--- config.mk ---
export PLATFORM = sky130hd
export DESIGN_NAME = keypad_scan_ctrl
export DESIGN_NICKNAME = d
export VERILOG_FILES = /design/src/rtl/keypad_scan_ctrl.sv
export SDC_FILE = /design/constraint.sdc
export NUM_CORES = 1
export LEC_CHECK = 0
export CELL_PAD_IN_SITES_DETAIL_PLACEMENT = 0
export CELL_PAD_IN_SITES_GLOBAL_PLACEMENT = 2
export CORE_MARGIN = 2
export CORE_UTILIZATION = 30
export DETAILED_ROUTE_END_ITERATION = 8
export HOLD_SLACK_MARGIN = 0.02
export PLACE_DENSITY_LB_ADDON = 0.1
export SYNTH_ARGS = -nofsm -noshare
export SYNTH_HDL_FRONTEND = slang
export SYNTH_SLANG_ARGS = --single-unit
--- constraint.sdc ---
create_clock -name CLK -period 2.3 [get_ports CLK]
set_clock_uncertainty 0.2 [all_clocks]
set_input_delay 0.345 -clock CLK [delete_from_list [all_inputs] [get_ports CLK]]
set_output_delay 0.345 -clock CLK [all_outputs]
set_load 0.02 [all_outputs]
--- src/rtl/keypad_scan_ctrl.sv ---
// keypad_scan_ctrl: 3x4 keypad row scanner with debounced key-code latch and level interrupt.
// Define KEYPAD_REPEAT_EN to emit auto-repeat events while a key stays held.
module keypad_scan_ctrl #(
  parameter int SCAN_DIV     = 50000,
  parameter int DEBOUNCE_CNT = 4,
  parameter int REPEAT_TICKS = 200
) (
  input  logic       CLK,
  input  logic       RST_N,
  input  logic       C,
  input  logic       A,
  input  logic       E,
  input  logic       INTR_ACK,
  output logic       B,
  output logic       G,
  output logic       F,
  output logic       D,
  output logic [3:0] KEY_CODE,
  output logic       INTR
);
  localparam int DW = $clog2(SCAN_DIV);
  localparam int CW = $clog2(DEBOUNCE_CNT + 1);
  localparam logic [DW-1:0] DIV_LAST = DW'(SCAN_DIV - 1);
  localparam logic [CW-1:0] DB_LAST  = CW'(DEBOUNCE_CNT);

  if (SCAN_DIV < 2 || DEBOUNCE_CNT < 1 || REPEAT_TICKS < 1) begin : g_bad_params
    $error("keypad_scan_ctrl: parameter out of range");
  end

  typedef enum logic [1:0] {SCAN, DEBOUNCE, HELD} state_t;

  state_t        state_q, state_d;
  logic [2:0]    meta_q, col_q;
  logic [DW-1:0] div_q;
  logic [1:0]    row_q, row_d;
  logic [2:0]    cap_q, cap_d;
  logic [CW-1:0] cnt_q, cnt_d, cnt_inc;
  logic [3:0]    code_q, code_d, key_map;
  logic          intr_q, intr_d;
  logic          tick, col_zero, one_hot, match, press_ev, rpt_ev, key_ev;

  assign tick     = div_q == DIV_LAST;
  assign col_zero = col_q == 3'b000;
  assign one_hot  = $onehot(col_q);
  assign match    = col_q == cap_q;
  assign cnt_inc  = cnt_q + 1'b1;
  assign key_ev   = press_ev | rpt_ev;
  // Bottom row is irregular (* 0 #); the others are 3*row + column + 1.
  assign key_map  = row_q == 2'd3 ? (col_q[2] ? 4'hA : col_q[1] ? 4'h0 : 4'hB)
                  : {2'b00, row_q} * 4'd3 + (col_q[2] ? 4'd1 : col_q[1] ? 4'd2 : 4'd3);

  always_ff @(posedge CLK or negedge RST_N)
    if (!RST_N) state_q <= SCAN;
    else        state_q <= state_d;

  always_comb begin
    state_d  = state_q;
    press_ev = 1'b0;
    if (tick)
      case (state_q)
        SCAN: if (one_hot) begin
          press_ev = DEBOUNCE_CNT == 1;
          state_d  = press_ev ? HELD : DEBOUNCE;
        end
        DEBOUNCE: begin
          press_ev = match && cnt_inc == DB_LAST;
          state_d  = !match ? SCAN : press_ev ? HELD : DEBOUNCE;
        end
        HELD:    state_d = col_zero && cnt_inc == DB_LAST ? SCAN : HELD;
        default: state_d = SCAN;
      endcase
  end

  always_comb begin
    row_d  = tick && state_d == SCAN ? row_q + 2'd1 : row_q;
    cap_d  = tick && state_q == SCAN && one_hot ? col_q : cap_q;
    cnt_d  = !tick                ? cnt_q
           : state_q == SCAN      ? (one_hot && !press_ev ? CW'(1) : '0)
           : state_q == DEBOUNCE  ? (match && !press_ev ? cnt_inc : '0)
           : (col_zero && state_d == HELD ? cnt_inc : '0);
    code_d = key_ev ? key_map : code_q;
    intr_d = key_ev | (intr_q & ~INTR_ACK);
  end

  always_ff @(posedge CLK or negedge RST_N)
    if (!RST_N) begin
      meta_q <= '0;
      col_q  <= '0;
      div_q  <= '0;
      row_q  <= '0;
      cap_q  <= '0;
      cnt_q  <= '0;
      code_q <= '0;
      intr_q <= 1'b0;
    end else begin
      meta_q <= {C, A, E};
      col_q  <= meta_q;
      div_q  <= tick ? '0 : div_q + 1'b1;
      row_q  <= row_d;
      cap_q  <= cap_d;
      cnt_q  <= cnt_d;
      code_q <= code_d;
      intr_q <= intr_d;
    end

`ifdef KEYPAD_REPEAT_EN
  localparam int RW = $clog2(REPEAT_TICKS + 1);
  localparam logic [RW-1:0] RPT_LAST = RW'(REPEAT_TICKS);
  logic [RW-1:0] rpt_q, rpt_d, rpt_inc;
  assign rpt_inc = rpt_q + 1'b1;
  assign rpt_ev  = state_q == HELD && tick && match && rpt_inc == RPT_LAST;
  assign rpt_d   = state_q != HELD ? '0 : !tick ? rpt_q : (!match || rpt_ev) ? '0 : rpt_inc;
  always_ff @(posedge CLK or negedge RST_N)
    if (!RST_N) rpt_q <= '0;
    else        rpt_q <= rpt_d;
`else
  assign rpt_ev = 1'b0;
`endif

  always_comb begin
    {D, F, G, B} = 4'b0001 << row_q;
    KEY_CODE     = code_q;
    INTR         = intr_q;
  end
endmodule

==> results.cfg <==
[logic_synthesis]
synth.net_count = 182
ys_seq_elements = 37
postSynthAreaPerCell_um2 = 11.25
seq_area_frac_synth_pct = 50.17
synth_ff_type = dfrtp_1
synth.distinct_cells = 42
syn_area_um2 = 1846
ys_warn_count = 0
syn_inst = 164
async_flop_share_pct = 100.0
synth_edf_count = 0

[sta]
setup_viol = 0
setup_slack_ps = 108.0
relSlewSlack_pct = 68.40
fin_crit_sh_pct = 95.31
finalHoldViolCount = 0
max_freq_ghz = 0.4562
maxSlewViolCount = 0
tightest_slew_ps = 474.0
fin_crit_ps = 2192
fin_setup_tns_ps = 0
grt_setup_unrepaired = false

[placed_design]
place_inst = 266
gp_congestion = 0.7728
place_hpwl_um = 2781
dp_slack_ps = 87.86
io_buffer_count = 14

[clock_tree]
cts.sinks = 37
clk_pin_slew_ps = 80
htreeDepth = 2
cts_buffers = 5
clk_path_buf_depth = 2
cts_setup_buffers = 0
cts_root_buffer = clkbuf_8
clkLatencyLatePin_ps = 280
cts_tree = built

[floorplanning]
coreArea_um2 = 5921
row_count = 28
dieHeight_um = 82.43
dieArea_um2 = 6795
pin_count = 15
die_x_um = 82.43
start_util_pct = 31.17

[route]
wl_per_cell_um = 13.41
drt_iter0_drc = 48
routed.top_layer = met4
viasPerCell = 4.651
m1WireLength_um = 1932
drc = 0
dr_wl_met3_um = 126
wl_met2_um = 1605
wl_um = 3688
vias = 1279
firstDrtPassIters = 4
ant_nets = 0

[worst_setup_path]
arrival_ps = 1650
crit_path_end_kind = output port
crit_chain = inv_1 > ha_1 > clkdlybuf4s50_1
path_class = register to output port
crit_path_max_fanout = 5
start_kind = register
critical-path-max-stage-delay_ps = 600
cp.required_ps = 1750
critPathSlowestCell = clkdlybuf4s50_1

[pwr]
p_total_uw = 1292
powerDensity_nw_per_um2 = 553.1
ir_worst_vdd_uv = 326.0
leakagePower_uw = 0.001083

[layout]
synthToLayoutAreaGrowth_pct = 26.58
antenna_cells = 0
n_fill_cell = 569
nets = 217
drive_gt1_share_pct = 17.50
multi_input_area_um2 = 897.1
post-route-util_pct = 39.45
layout.cells.non_filler = 275
seqCellArea_um2 = 928.4

[status]
status = finished clean

[run]
cap_violations = 0

[grt]
track_usage_pct = 12.64
grt_overflow = 0
antenna_found_initial = 0
grt_pass1_wl_um = 6430
grt_pass1_vias = 1283
grt_max_degree = 21

[hold_path]
holdCritPathClass = register to register
registers in the layout, summed over array words and instances, names as in the netlist:
| signal | count |
|---|---|
| cnt_q | 3 |
| col_q | 3 |
| meta_q | 3 |
| div_q | 16 |
| state_q | 2 |
| INTR | 1 |
| row_q | 2 |
| cap_q | 3 |
| KEY_CODE | 4 |
kinds of logic (layout without fill, tap and decap cells):
kind of cell               count (synthesis)  in the layout  synth area share [%]
muxes                                      4              4                 2.373
AOI/OAI and AO/OA                         18             18                 5.763
buffers and inverters                      8             44                 2.101
adders and majority gates                 12             12                 9.356
xor gates and xnor gates                  17             17                 8.068
DFF                                       37             37                 50.17
and+or+nand+nor                           68             68                 22.17
cells in the mapped netlist, types with 2 or more instances:
library cell	instances	area, um^2
nand4_1	2	12.51
nand2_1	18	67.56
fa_1	3	60.06
nor2b_1	2	12.51
and3_1	2	12.51
ha_1	9	112.6
nand4b_1	2	17.52
nor4_1	2	12.51
o21ai_0	9	45.04
nor2_1	10	37.54
mux2_2	2	22.52
nand2b_1	3	18.77
inv_1	5	18.77
and2b_1	2	15.01
xor2_1	10	87.58
nand3_1	9	45.04
dfrtp_1	37	925.9
and4_1	4	35.03
a21oi_1	3	15.01
nor4b_1	2	17.52
xnor2_1	7	61.31
metrics by stage:
step | cell area, um^2 | hold WS, ps
floorplan | 1846 | -150.6
global placement | 2187 | 120.8
detailed placement | 2187 | 131.8
CTS | 2316 | 160.0
global route | 2336 | 172.3
finish | 2336 | 156.7
layout by cell type (no fill, tap or decap), drive strengths merged:
cell type / count
nor3: 1
and4b: 1
dlygate4sd3: 1
clkdlybuf4s50: 13
mux2i: 1
ha: 9
nor4: 4
nor2: 10
nand4b: 2
o21a: 1
and2: 1
and2b: 2
dfrtp: 37
and4: 4
inv: 5
a31oi: 1
or3b: 1
a21o: 1
nand3: 10
o31ai: 1
o311ai: 1
a41oi: 1
buf: 17
fa: 3
clkbuf: 7
nand2b: 3
or4: 1
xnor2: 7
a21oi: 3
and3: 2
nor2b: 2
bufinv: 1
xor2: 10
nor4b: 2
nand4: 2
or4b: 2
mux2: 3
o21ai: 9
nand2: 18
layout make-up:
class,count,area share (%)
clock buffer,7,3.696
inverter,5,0.8034
timing repair buffer,31,12.05
tap,75,4.017
multi-input combinational,119,38.40
sequential,37,39.74
clock inverter,1,1.285
metal layers:
layer / GRT usage [%] / vias to the layer above
met2: 17.90 / 14
li1: - / 642
met4: 4.500 / 0
met5: 0 / -
met1: 18.49 / 621
met3: 3.261 / 2
power breakdown:
part	switching, uW	internal (uW)	total [uW]
Clock	228	354	582
Sequential	4.16	656	660
Combinational	26.4	24.1	50.6
timing repair:
item                                    4_1_cts  5_1_grt
gates resized for setup                       1        5
endpoints found under the setup margin        1        8
hold buffers                                  1        0
gates cloned                                  0        0
endpoints found under the hold margin        19        0
pin swaps                                     0        1
worst max-delay path, delay by kind of cell, from the launching register on:
family | cells | cell delay [ps]
buffers and inverters | 2 | 740
adder cells (fa/ha/maj) | 1 | 160
flip-flops | 1 | 450
worst paths after layout:
kind / depth (start not counted) / to / startpoint / slack (ps)
worst max-delay path: 3 / B / row_q[0] / 110
min in group asynchronous: 2 / KEY_CODE[1] / RST_N / 350
worst min-delay path: 0 / col_q[0] / meta_q[0] / 160
worst min register to register: 0 / col_q[0] / meta_q[0] / 160
max in group asynchronous: 3 / div_q[7] / RST_N / 1080
worst max register to register: 4 / row_q[1] / div_q[13] / 120
Note: power is estimated with default switching activity, not from simulation.
